File: src/rtl/bbtron_seq_pkg.sv
// Shared types and constants for the bbtron multicycle control sequencer:
// FSM states, opcode classes, opcode values, pc_src encodings, ALU codes and
// the bundle of registered control strobes.
package bbtron_seq_pkg;

    typedef enum logic [2:0] {
        S_FETCH    = 3'd0,
        S_DECODE   = 3'd1,
        S_EXEC     = 3'd2,
        S_MEM      = 3'd3,
        S_WB       = 3'd4,
        S_WAIT_IN  = 3'd5,
        S_WAIT_OUT = 3'd6,
        S_HALT     = 3'd7
    } seq_state_t;

    typedef enum logic [3:0] {
        CLS_NOP     = 4'd0,
        CLS_RALU    = 4'd1,
        CLS_IALU    = 4'd2,
        CLS_LOAD    = 4'd3,
        CLS_STORE   = 4'd4,
        CLS_BEQ     = 4'd5,
        CLS_BNE     = 4'd6,
        CLS_JUMP    = 4'd7,
        CLS_IN      = 4'd8,
        CLS_OUT     = 4'd9,
        CLS_HLT     = 4'd10,
        CLS_ILLEGAL = 4'd11
    } op_class_t;

    localparam logic [5:0] OP_NOP   = 6'h00;
    localparam logic [5:0] OP_LOAD  = 6'h20;
    localparam logic [5:0] OP_STORE = 6'h21;
    localparam logic [5:0] OP_BEQ   = 6'h22;
    localparam logic [5:0] OP_BNE   = 6'h23;
    localparam logic [5:0] OP_JUMP  = 6'h24;
    localparam logic [5:0] OP_IN    = 6'h25;
    localparam logic [5:0] OP_OUT   = 6'h26;
    localparam logic [5:0] OP_HLT   = 6'h3F;

    localparam logic [1:0] PC_SRC_NEXT   = 2'd0;
    localparam logic [1:0] PC_SRC_BRANCH = 2'd1;
    localparam logic [1:0] PC_SRC_JUMP   = 2'd2;

    localparam logic [3:0] ALU_ADD = 4'h2;
    localparam logic [3:0] ALU_SUB = 4'h6;

    // Moore part of the control word; registered as a unit in the top.
    typedef struct packed {
        logic       imem_read;
        logic       ir_write;
        logic       pc_write;
        logic [1:0] pc_src;
        logic       reg_write;
        logic       reg_dest;
        logic       mem_to_reg;
        logic       alu_src;
        logic       in_select;
        logic       mem_read;
        logic       mem_write;
        logic       in_ready;
        logic       out_valid;
        logic       halted;
        logic [3:0] alu_op;
    } ctrl_t;

endpackage

File: src/rtl/bbtron_seq_decode.sv
// Stateless opcode decoder: maps the 6-bit opcode to an instruction class
// and the ALU operation that class needs.
module bbtron_seq_decode
    import bbtron_seq_pkg::*;
(
    input  logic [5:0] opcode,
    output op_class_t  op_class,
    output logic [3:0] alu_op
);

    // Classify the opcode and pick its ALU operation.
    always_comb begin
        op_class = CLS_ILLEGAL;
        alu_op   = 4'h0;
        if (opcode == OP_NOP) begin
            op_class = CLS_NOP;
        end else if (opcode[5:4] == 2'b00) begin
            op_class = CLS_RALU;
            alu_op   = opcode[3:0];
        end else if (opcode[5:4] == 2'b01) begin
            op_class = CLS_IALU;
            alu_op   = opcode[3:0];
        end else begin
            case (opcode)
                OP_LOAD: begin
                    op_class = CLS_LOAD;
                    alu_op   = ALU_ADD;
                end
                OP_STORE: begin
                    op_class = CLS_STORE;
                    alu_op   = ALU_ADD;
                end
                OP_BEQ: begin
                    op_class = CLS_BEQ;
                    alu_op   = ALU_SUB;
                end
                OP_BNE: begin
                    op_class = CLS_BNE;
                    alu_op   = ALU_SUB;
                end
                OP_JUMP: op_class = CLS_JUMP;
                OP_IN:   op_class = CLS_IN;
                OP_OUT:  op_class = CLS_OUT;
                OP_HLT:  op_class = CLS_HLT;
                default: op_class = CLS_ILLEGAL;
            endcase
        end
    end

endmodule

File: src/rtl/bbtron_multicycle_sequencer.sv
// Multicycle control sequencer for the bbtron core. Walks each instruction
// through FETCH/DECODE/EXEC/MEM/WB (plus WAIT_IN, WAIT_OUT, HALT) and drives
// every datapath enable and mux select. The Moore part of the control word is
// registered from the next-state values; only the branch pc_write (zero) and
// the input-capture reg_write (in_valid) are combined in combinationally.
// Optional performance counters: define BBTRON_SEQ_PERF_EN.
module bbtron_multicycle_sequencer
    import bbtron_seq_pkg::*;
#(
    parameter int IMEM_LAT = 1,
    parameter int DMEM_LAT = 1,
    parameter int ALU_OP_W = 4,
    parameter int PERF_W   = 32
) (
    input  logic                clock,
    input  logic                reset,
    input  logic [5:0]          opcode,
    input  logic                zero,
    input  logic                negative,
    input  logic                in_valid,
    output logic                in_ready,
    output logic                out_valid,
    input  logic                out_ready,
    input  logic                resume,
    output logic                imem_read,
    output logic                ir_write,
    output logic                pc_write,
    output logic [1:0]          pc_src,
    output logic                reg_write,
    output logic                reg_dest,
    output logic                mem_to_reg,
    output logic                alu_src,
    output logic                in_select,
    output logic                mem_read,
    output logic                mem_write,
    output logic [ALU_OP_W-1:0] alu_op,
    output logic                halted,
    output logic                illegal
`ifdef BBTRON_SEQ_PERF_EN
    ,
    output logic [PERF_W-1:0]   cycle_cnt,
    output logic [PERF_W-1:0]   instret_cnt
`endif
);

    localparam logic [1:0] IMEM_LAST = 2'(IMEM_LAT - 1);
    localparam logic [1:0] DMEM_LAST = 2'(DMEM_LAT - 1);

    seq_state_t state_r;
    seq_state_t state_nxt_s;
    logic [1:0] cnt_r;
    logic [1:0] cnt_nxt_s;
    logic [5:0] op_r;
    logic [5:0] op_nxt_s;
    logic       illegal_r;
    logic       illegal_nxt_s;
    ctrl_t      ctrl_r;
    op_class_t  cls_s;
    logic [3:0] dec_alu_s;
    logic       unused_s;

    // The opcode is taken from the IR only while decoding; otherwise the
    // latched copy is used, so cls_s always describes the current instruction.
    assign op_nxt_s = (state_r == S_DECODE) ? opcode : op_r;

    bbtron_seq_decode u_decode (
        .opcode   (op_nxt_s),
        .op_class (cls_s),
        .alu_op   (dec_alu_s)
    );

    // Moore control word for a given state / latency count / class.
    function automatic ctrl_t ctrl_for(input seq_state_t st, input logic [1:0] cnt,
                                       input op_class_t cls, input logic [3:0] alu);
        ctrl_t c;
        c = '0;
        case (st)
            S_FETCH: begin
                c.imem_read = 1'b1;
                if (cnt == IMEM_LAST) begin
                    c.ir_write = 1'b1;
                    c.pc_write = 1'b1;
                    c.pc_src   = PC_SRC_NEXT;
                end else begin
                    c.ir_write = 1'b0;
                end
            end
            S_EXEC: begin
                c.alu_op = alu;
                case (cls)
                    CLS_RALU:                      c.reg_dest = 1'b1;
                    CLS_IALU, CLS_LOAD, CLS_STORE: c.alu_src  = 1'b1;
                    CLS_BEQ, CLS_BNE:              c.pc_src   = PC_SRC_BRANCH;
                    CLS_JUMP: begin
                        c.pc_write = 1'b1;
                        c.pc_src   = PC_SRC_JUMP;
                    end
                    default:                       c.alu_src  = 1'b0;
                endcase
            end
            S_MEM: begin
                c.alu_op  = alu;
                c.alu_src = 1'b1;
                if (cls == CLS_LOAD) begin
                    c.mem_read = 1'b1;
                end else begin
                    c.mem_write = 1'b1;
                end
            end
            S_WB: begin
                c.alu_op     = alu;
                c.reg_write  = 1'b1;
                c.mem_to_reg = (cls == CLS_LOAD);
                c.reg_dest   = (cls == CLS_RALU);
                c.alu_src    = (cls == CLS_IALU);
            end
            S_WAIT_IN: begin
                c.in_ready  = 1'b1;
                c.in_select = 1'b1;
            end
            S_WAIT_OUT: c.out_valid = 1'b1;
            S_HALT:     c.halted    = 1'b1;
            default:    c.imem_read = 1'b0;
        endcase
        return c;
    endfunction

    // Next-state, latency-counter and sticky-illegal logic.
    always_comb begin
        state_nxt_s   = state_r;
        cnt_nxt_s     = cnt_r;
        illegal_nxt_s = illegal_r;
        case (state_r)
            S_FETCH: begin
                if (cnt_r == IMEM_LAST) begin
                    cnt_nxt_s   = 2'd0;
                    state_nxt_s = S_DECODE;
                end else begin
                    cnt_nxt_s = cnt_r + 2'd1;
                end
            end
            S_DECODE: begin
                case (cls_s)
                    CLS_NOP: state_nxt_s = S_FETCH;
                    CLS_RALU, CLS_IALU, CLS_LOAD, CLS_STORE,
                    CLS_BEQ, CLS_BNE, CLS_JUMP: state_nxt_s = S_EXEC;
                    CLS_IN:  state_nxt_s = S_WAIT_IN;
                    CLS_OUT: state_nxt_s = S_WAIT_OUT;
                    CLS_HLT: state_nxt_s = S_HALT;
                    default: begin
                        state_nxt_s   = S_FETCH;
                        illegal_nxt_s = 1'b1;
                    end
                endcase
            end
            S_EXEC: begin
                case (cls_s)
                    CLS_LOAD, CLS_STORE: state_nxt_s = S_MEM;
                    CLS_RALU, CLS_IALU:  state_nxt_s = S_WB;
                    default:             state_nxt_s = S_FETCH;
                endcase
            end
            S_MEM: begin
                if (cnt_r == DMEM_LAST) begin
                    cnt_nxt_s   = 2'd0;
                    state_nxt_s = (cls_s == CLS_LOAD) ? S_WB : S_FETCH;
                end else begin
                    cnt_nxt_s = cnt_r + 2'd1;
                end
            end
            S_WB: state_nxt_s = S_FETCH;
            S_WAIT_IN: begin
                if (in_valid) begin
                    state_nxt_s = S_FETCH;
                end else begin
                    state_nxt_s = S_WAIT_IN;
                end
            end
            S_WAIT_OUT: begin
                if (out_ready) begin
                    state_nxt_s = S_FETCH;
                end else begin
                    state_nxt_s = S_WAIT_OUT;
                end
            end
            S_HALT: begin
                if (resume) begin
                    state_nxt_s = S_FETCH;
                end else begin
                    state_nxt_s = S_HALT;
                end
            end
            default: begin
                state_nxt_s = S_FETCH;
                cnt_nxt_s   = 2'd0;
            end
        endcase
    end

    // Sequencer state, latched opcode and registered Moore control word.
    always_ff @(posedge clock) begin
        if (!reset) begin
            state_r   <= S_FETCH;
            cnt_r     <= 2'd0;
            op_r      <= 6'h00;
            illegal_r <= 1'b0;
            ctrl_r    <= ctrl_for(S_FETCH, 2'd0, CLS_NOP, 4'h0);
        end else begin
            state_r   <= state_nxt_s;
            cnt_r     <= cnt_nxt_s;
            op_r      <= op_nxt_s;
            illegal_r <= illegal_nxt_s;
            ctrl_r    <= ctrl_for(state_nxt_s, cnt_nxt_s, cls_s, dec_alu_s);
        end
    end

    assign imem_read  = ctrl_r.imem_read;
    assign ir_write   = ctrl_r.ir_write;
    assign pc_write   = ctrl_r.pc_write
                      | ((state_r == S_EXEC) && (cls_s == CLS_BEQ) && zero)
                      | ((state_r == S_EXEC) && (cls_s == CLS_BNE) && !zero);
    assign pc_src     = ctrl_r.pc_src;
    assign reg_write  = ctrl_r.reg_write | ((state_r == S_WAIT_IN) && in_valid);
    assign reg_dest   = ctrl_r.reg_dest;
    assign mem_to_reg = ctrl_r.mem_to_reg;
    assign alu_src    = ctrl_r.alu_src;
    assign in_select  = ctrl_r.in_select;
    assign mem_read   = ctrl_r.mem_read;
    assign mem_write  = ctrl_r.mem_write;
    assign in_ready   = ctrl_r.in_ready;
    assign out_valid  = ctrl_r.out_valid;
    assign halted     = ctrl_r.halted;
    assign alu_op     = ALU_OP_W'(ctrl_r.alu_op);
    assign illegal    = illegal_r;

`ifdef BBTRON_SEQ_PERF_EN
    logic [PERF_W-1:0] cycle_cnt_r;
    logic [PERF_W-1:0] instret_cnt_r;

    // Cycle counter (frozen in HALT) and retired-instruction counter.
    always_ff @(posedge clock) begin
        if (!reset) begin
            cycle_cnt_r   <= '0;
            instret_cnt_r <= '0;
        end else begin
            if (state_r != S_HALT) begin
                cycle_cnt_r <= cycle_cnt_r + PERF_W'(1);
            end
            if ((state_nxt_s == S_FETCH) && (state_r != S_FETCH)) begin
                instret_cnt_r <= instret_cnt_r + PERF_W'(1);
            end
        end
    end

    assign cycle_cnt   = cycle_cnt_r;
    assign instret_cnt = instret_cnt_r;
    assign unused_s    = negative;
`else
    assign unused_s    = negative ^ (PERF_W == 0);
`endif

endmodule

File: config.mk
export PLATFORM = sky130hd
export DESIGN_NAME = bbtron_multicycle_sequencer
export DESIGN_NICKNAME = d
export VERILOG_FILES = /design/src/rtl/bbtron_seq_pkg.sv /design/src/rtl/bbtron_seq_decode.sv /design/src/rtl/bbtron_multicycle_sequencer.sv
export SDC_FILE = /design/constraint.sdc
export NUM_CORES = 1
export LEC_CHECK = 0
export CAP_MARGIN = 20
export CELL_PAD_IN_SITES_DETAIL_PLACEMENT = 1
export CELL_PAD_IN_SITES_GLOBAL_PLACEMENT = 1
export CORE_AREA = 10 10 77 79
export DETAILED_ROUTE_END_ITERATION = 10
export DIE_AREA = 0 0 87 89
export PLACE_DENSITY = 0.84
export SLEW_MARGIN = 20
export SYNTH_ARGS = -nofsm -noshare
export SYNTH_HDL_FRONTEND = slang
export SYNTH_SLANG_ARGS = --single-unit
File: constraint.sdc
create_clock -name clock -period 5.65 [get_ports clock]
set_input_delay 1.13 -clock clock [delete_from_list [all_inputs] [get_ports clock]]
set_output_delay 1.13 -clock clock [all_outputs]
set_load 0.1 [all_outputs]
After elaboration in Yosys (flattened, before gate mapping) --
Cells that the tools add are included.
Word-level totals: register bits after elaboration 30, bits of input ports 13, output and inout bits 20, word-level logic and storage cells 120
Operators by class: add/sub/neg operators 1, equality and inequality tests 32, mux-type cells 36, bitwise operators 6, reduce and logical (&&, ||, !) cells 27
Operators with widths (count):
- $eq A6 B6 Y1 const B | 8
- $pmux W4 S8 | 1
- $eq A3 B3 Y1 const B | 8
- $pmux W3 S8 | 1
- $mux W3 | 7
- $mux W4 | 5
- $pmux W3 S2 | 3
- $eq A4 B3 Y1 const B | 4
- $eq A3 B2 Y1 const B | 4
- $eq A4 B4 Y1 const B | 3
- $mux W1 | 12
- $pmux W3 S4 | 1
- $reduce_or A2 Y1 | 6
- $reduce_or A11 Y1 | 1
- $reduce_or A3 Y1 | 3
- $eq A4 B2 Y1 const B | 2
- $reduce_or A7 Y1 | 1
- $logic_not A2 Y1 | 3
- $logic_not A3 Y1 | 2
- $logic_not A6 Y1 | 1
- $mux W6 | 1
- $reduce_and A2 Y1 | 3
- $logic_and A1 B1 Y1 | 5
- $eq A4 B1 Y1 const B | 1
- 11 further kinds | 16

Longest topological paths before layout --
depth in word-level cells 15, mapped depth 10, gate-level depth less buffers 8

Cells and area by module --
A second synthesis with hierarchy kept.
Unflattened totals: cells, all modules 183, area, all modules 1597.8 µm²
Modules (own cells, without submodules):
- bbtron_multicycle_sequencer | times used 1, cells each 161, area an instance 1457.6 µm², seq. area each 600.6 µm²
- bbtron_seq_decode | times used 1, cells each 22, area an instance 140.1 µm², seq. area each 0.0 µm²

Worst setup path after synthesis --
No wires, ideal clock.
kind input -> output, start point input port opcode[1], end point output port pc_write, arrival 5.334 ns, data required time 4.520 ns, setup slack -0.814 ns, stages 7, path buffers 1, path through clkbuf_1 -> nor3_1 -> mux2i_1 -> o211ai_1 -> o2bb2ai_1 -> a21oi_1 -> o41ai_1
On the way: word-level cells in the longest chain between the ends 11, elaborated cells between the ends (all ways) 22, classes of those cells 10 x eq/ne; 5 x mux; 2 x bitwise; 5 x reduce/logical
Ends and longest elaborated chain:
- from (decl) | line bbtron_multicycle_sequencer.sv:17 | input logic [5:0] opcode,
- $mux W6 * | line bbtron_multicycle_sequencer.sv:64 | assign op_nxt_s = (state_r == S_DECODE) ? opcode : op_r;
- $eq A6 B6 Y1 | line bbtron_seq_decode.sv:24 | case (opcode)
- $pmux W4 S8 | line bbtron_seq_decode.sv:24
- $mux W4 | line bbtron_seq_decode.sv:20 | end else if (opcode[5:4] == 2'b01) begin
- $mux W4 | line bbtron_seq_decode.sv:17 | end else if (opcode[5:4] == 2'b00) begin
- $mux W4 * | line bbtron_seq_decode.sv:15 | if (opcode == OP_NOP) begin
- $eq A4 B3 Y1 | line bbtron_multicycle_sequencer.sv:220 | | ((state_r == S_EXEC) && (cls_s == CLS_BEQ) && zero)
- $logic_and A1 B1 Y1 (2 in series) | line bbtron_multicycle_sequencer.sv:220
- $or A1 B1 Y1 | line bbtron_multicycle_sequencer.sv:220
- $or A1 B1 Y1 * | line bbtron_multicycle_sequencer.sv:221 | | ((state_r == S_EXEC) && (cls_s == CLS_BNE) && !zero);
- to (decl) | line bbtron_multicycle_sequencer.sv:27 | output logic pc_write,
Every way passes the cells marked *; elsewhere a longest branch is shown, timed or not.

Worst setup path after layout --
Same ends and word-level chain as after synthesis.

==> impl_metrics.prom <==
# TYPE chip_impl_metric gauge
chip_impl_info{name="outcome",value="finished clean"} 1
chip_impl_metric{name="post-route-min-period",unit="ps"} 4800
chip_impl_metric{name="finalHoldViolations",unit=""} 0
chip_impl_info{name="synth-main-ff-cell",value="dfxtp_1"} 1
chip_impl_metric{name="dieArea",unit="um^2"} 7740
chip_impl_metric{name="largest_register_ffs",unit=""} 6
chip_impl_info{name="rsz0062_at_grt",value="no"} 1
chip_impl_metric{name="clock_tree.buffer_depth",unit=""} 2
chip_impl_metric{name="power.static_leakage",unit="uW"} 0.000803
chip_impl_metric{name="synth_cell_types",unit=""} 53
chip_impl_metric{name="via_count_of_the_first_global_routing_pass",unit=""} 1683
chip_impl_metric{name="synth.yosys.seq_area_share",unit="%"} 34.3
chip_impl_metric{name="final.setup_skew",unit="ps"} 6.12
chip_impl_metric{name="post_synth_xor_area_fraction",unit="%"} 1.50
chip_impl_metric{name="share_comb_of_total_power",unit="%"} 61.5
chip_impl_info{name="largest-register",value="op_r"} 1
chip_impl_metric{name="worst_skew_pair.late_latency",unit="ps"} 290
chip_impl_metric{name="path_max_fanout",unit=""} 9
chip_impl_metric{name="syn_inst",unit=""} 215
chip_impl_metric{name="post_cts_buffers",unit=""} 0
chip_impl_metric{name="power_spent_charging_and_discharging_nets",unit="uW"} 710
chip_impl_info{name="netlist.top_cell.by_area",value="dfxtp_1"} 1
chip_impl_metric{name="setup-tns-final",unit="ps"} 0
chip_impl_metric{name="h-tree-depth",unit=""} 2
chip_impl_metric{name="final_min_period_over_clock_period",unit="%"} 84.9
chip_impl_metric{name="synth_compound_gate_area_share",unit="%"} 21.4
chip_impl_metric{name="vias",unit=""} 1652
chip_impl_metric{name="finalWeightedCongestion",unit=""} 0.862
chip_impl_metric{name="detailedPlace.worstSlack",unit="ps"} 867
chip_impl_info{name="critPathLaunchType",value="input port"} 1
chip_impl_metric{name="post_route_cells_drive_above_1_share",unit="%"} 8.86
chip_impl_metric{name="max-slew-margin-rel",unit="%"} 34.5
chip_impl_metric{name="totalWireLength",unit="um"} 5080
chip_impl_metric{name="cts.repair.resized",unit=""} 0
chip_impl_metric{name="routed_vias_inst",unit=""} 5.68
chip_impl_metric{name="synth_enable_flop_cells",unit=""} 0
chip_impl_metric{name="timing.final.setup_violations",unit=""} 0
chip_impl_metric{name="tritoncts.num_buffers",unit=""} 5
chip_impl_metric{name="pwr-share-clk",unit="%"} 14.0
chip_impl_metric{name="dp_hpwl",unit="um"} 3830
chip_impl_metric{name="power.share.sequential",unit="%"} 24.5
chip_impl_metric{name="yosysWarningCount",unit=""} 0
chip_impl_metric{name="setup_slack",unit="ps"} 852
chip_impl_metric{name="cpPeakStageDelay",unit="ps"} 590
chip_impl_metric{name="route.antenna.remaining_nets",unit=""} 0
chip_impl_metric{name="cp_data_arrival_time",unit="ps"} 3670
chip_impl_metric{name="cell_internal_pwr",unit="uW"} 630
chip_impl_metric{name="final_net_count",unit=""} 251
chip_impl_metric{name="worstPathRequired",unit="ps"} 4520
chip_impl_metric{name="portion_of_synthesized_cell_area_occupied_by_the_leading_cell_type",unit="%"} 34.3
chip_impl_metric{name="slew_viol_final",unit=""} 0
chip_impl_metric{name="max_slew.worst_pin.slew",unit="ps"} 979
chip_impl_metric{name="antenna-diode-count",unit=""} 0
chip_impl_metric{name="synth_simple_gate_area_share",unit="%"} 25.4
chip_impl_metric{name="cts_hold_repair.buffers",unit=""} 0
chip_impl_metric{name="sink_count",unit=""} 30
chip_impl_info{name="synth.top_cells.by_area",value="dfxtp_1 (34%), mux2i_1 (5.7%), a21oi_1 (5.2%)"} 1
chip_impl_metric{name="core_region_area",unit="um^2"} 4540
chip_impl_metric{name="maxCapViolations",unit=""} 0
chip_impl_metric{name="grt_pass1_wl",unit="um"} 8320
chip_impl_metric{name="cts.reportedPaths.clkPinSlew",unit="ps"} 70
chip_impl_metric{name="floorplan_row_count",unit=""} 25
chip_impl_metric{name="antenna_found_initial",unit=""} 0
chip_impl_metric{name="syn_to_final_growth",unit="%"} 22.0
chip_impl_metric{name="die_height",unit="um"} 89
chip_impl_info{name="setup.worst_path.class",value="input port to primary output"} 1
chip_impl_metric{name="power.density",unit="nW/um^2"} 628
chip_impl_metric{name="yosys.area_share.adder",unit="%"} 1.43
chip_impl_metric{name="drt_first_iter_violations",unit=""} 152
chip_impl_metric{name="drc",unit=""} 0
chip_impl_metric{name="yosys_register_bits",unit=""} 30
chip_impl_metric{name="max_clock_freq",unit="MHz"} 208
chip_impl_metric{name="port-buffer-count",unit=""} 31
chip_impl_metric{name="dieWidth",unit="um"} 87
chip_impl_info{name="combinational_family_with_the_most_area_after_synthesis",value="simple AND/OR/NAND/NOR gates"} 1
chip_impl_info{name="cp_slowest_cell",value="clkdlybuf4s50_1"} 1
chip_impl_metric{name="netSwitchingFraction",unit="%"} 53.0
chip_impl_info{name="timing.critical_path.cells",value="clkdlybuf4s50_1, nor3_1, mux2i_1, o211ai_1, o2bb2ai_1, a21oi_1, o41ai_2, buf_4"} 1
chip_impl_metric{name="synthMuxAreaShare",unit="%"} 7.65
chip_impl_metric{name="initial_core_util",unit="%"} 38.6
chip_impl_metric{name="gr_ovfl_total",unit=""} 0
chip_impl_info{name="timing.hold.worst.class",value="flop to flop"} 1
chip_impl_metric{name="iteration_count_of_the_initial_detailed_routing_pass",unit=""} 4
chip_impl_info{name="clock_tree_from_tritoncts",value="yes"} 1
chip_impl_metric{name="floorplan.io_pins",unit=""} 33
chip_impl_info{name="critical_path.endpoint_type",value="primary output"} 1
chip_impl_info{name="cts-root-buf",value="clkbuf_8"} 1
chip_impl_metric{name="post-layout-total-power",unit="uW"} 1340
chip_impl_metric{name="global_route.usage.total",unit="%"} 13.4
chip_impl_metric{name="synth_async_sr_flop_share",unit="%"} 0
chip_impl_info{name="layout_common_cells",value="dfxtp_1 (30), clkdlybuf4s50_1 (30), nor2_1 (23)"} 1
chip_impl_metric{name="syn_area_per_cell",unit="um^2"} 8.14
chip_impl_metric{name="synth_area",unit="um^2"} 1750
chip_impl_metric{name="vdd_ir_drop_max",unit="mV"} 0.345
chip_impl_metric{name="largest_net_degree_at_the_start_of_global_routing",unit=""} 16
chip_impl_metric{name="post-route-util",unit="%"} 47.1
chip_impl_metric{name="routedWlPerCell",unit="um"} 17.5
chip_impl_metric{name="synth.net_count",unit=""} 230
[final timing paths]
| check | from | endpoint | slack [ps] | cells past startpoint |
|---|---|---|---|---|
| setup reg to reg | state_r[0] | reg_dest | 2400 | 7 |
| hold reg to reg | illegal | illegal | 490 | 2 |
| setup / recovery | opcode[1] | pc_write | 850 | 8 |
| hold / removal | illegal | illegal | 490 | 2 |
[synthesized netlist by cell type, types with 2 or more instances]
cell type,count
a211oi_1,4
a21o_1,2
a21oi_1,18
a31oi_1,2
a32oi_1,2
and4_1,2
buf_2,2
buf_4,7
clkbuf_1,9
dfxtp_1,30
ha_1,2
inv_1,10
mux2i_1,10
nand2_1,14
nand2b_1,4
nand3_1,7
nor2_1,23
nor2b_1,2
nor3_1,14
nor3b_1,4
nor4_1,2
o211ai_1,3
o21ai_0,6
o21ai_1,2
o41ai_1,2
or2_2,2
or3_1,2
or4_1,2
xnor2_1,2
[metal layers]
layer	vias to the layer above	wire length, um	GRT usage (%)
li1	819	-	-
met1	787	2240	15.7
met2	37	2500	22.3
met3	9	256	3.92
met4	0	94	5.74
met5	-	0	0
[kinds of logic (layout without fill, tap and decap cells)]
family,after synthesis,in the layout
adder cells (fa/ha/maj),2,2
AO/OA/AOI/OAI,54,54
multiplexers,12,12
AND/OR/NAND/NOR,85,85
XOR/XNOR,3,3
buffers and inverters,29,51
flip-flops,30,30
[area by class of cell]
type                    instances  area [um^2]
fillers                       564         2400
inverters                      10         37.5
flip-flops and latches         30          601
multi-input cells             156         1010
repair buffers                 33          323
well taps                      54         67.6
clock buffers                   6         82.6
clock inverters                 2         12.5
[power by group through the flow]
stage | combinational [uW] | sequential (uW) | clock, uW
5_1_grt | 887 | 336 | 203
3_3_place_gp | 802 | 329 | 0
6_report | 824 | 328 | 188
3_5_place_dp | 816 | 330 | 0
4_1_cts | 822 | 328 | 192
2_1_floorplan | 576 | 396 | 0
[critical path, delay by kind of cell]
kind | cells | cell delay [ps]
AOI/OAI and AO/OA | 4 | 1070
muxes | 1 | 130
and+or+nand+nor | 1 | 400
buffers and inverters | 2 | 930
[per-stage QoR]
step	hold WS, ps	cell area, um^2	instances
2_1_floorplan	484	1760	215
3_3_place_gp	461	2040	283
3_5_place_dp	476	2040	283
4_1_cts	498	2130	291
5_1_grt	540	2130	291
6_report	489	2130	291
No activity file was read; power rests on OpenSTA's default activity.
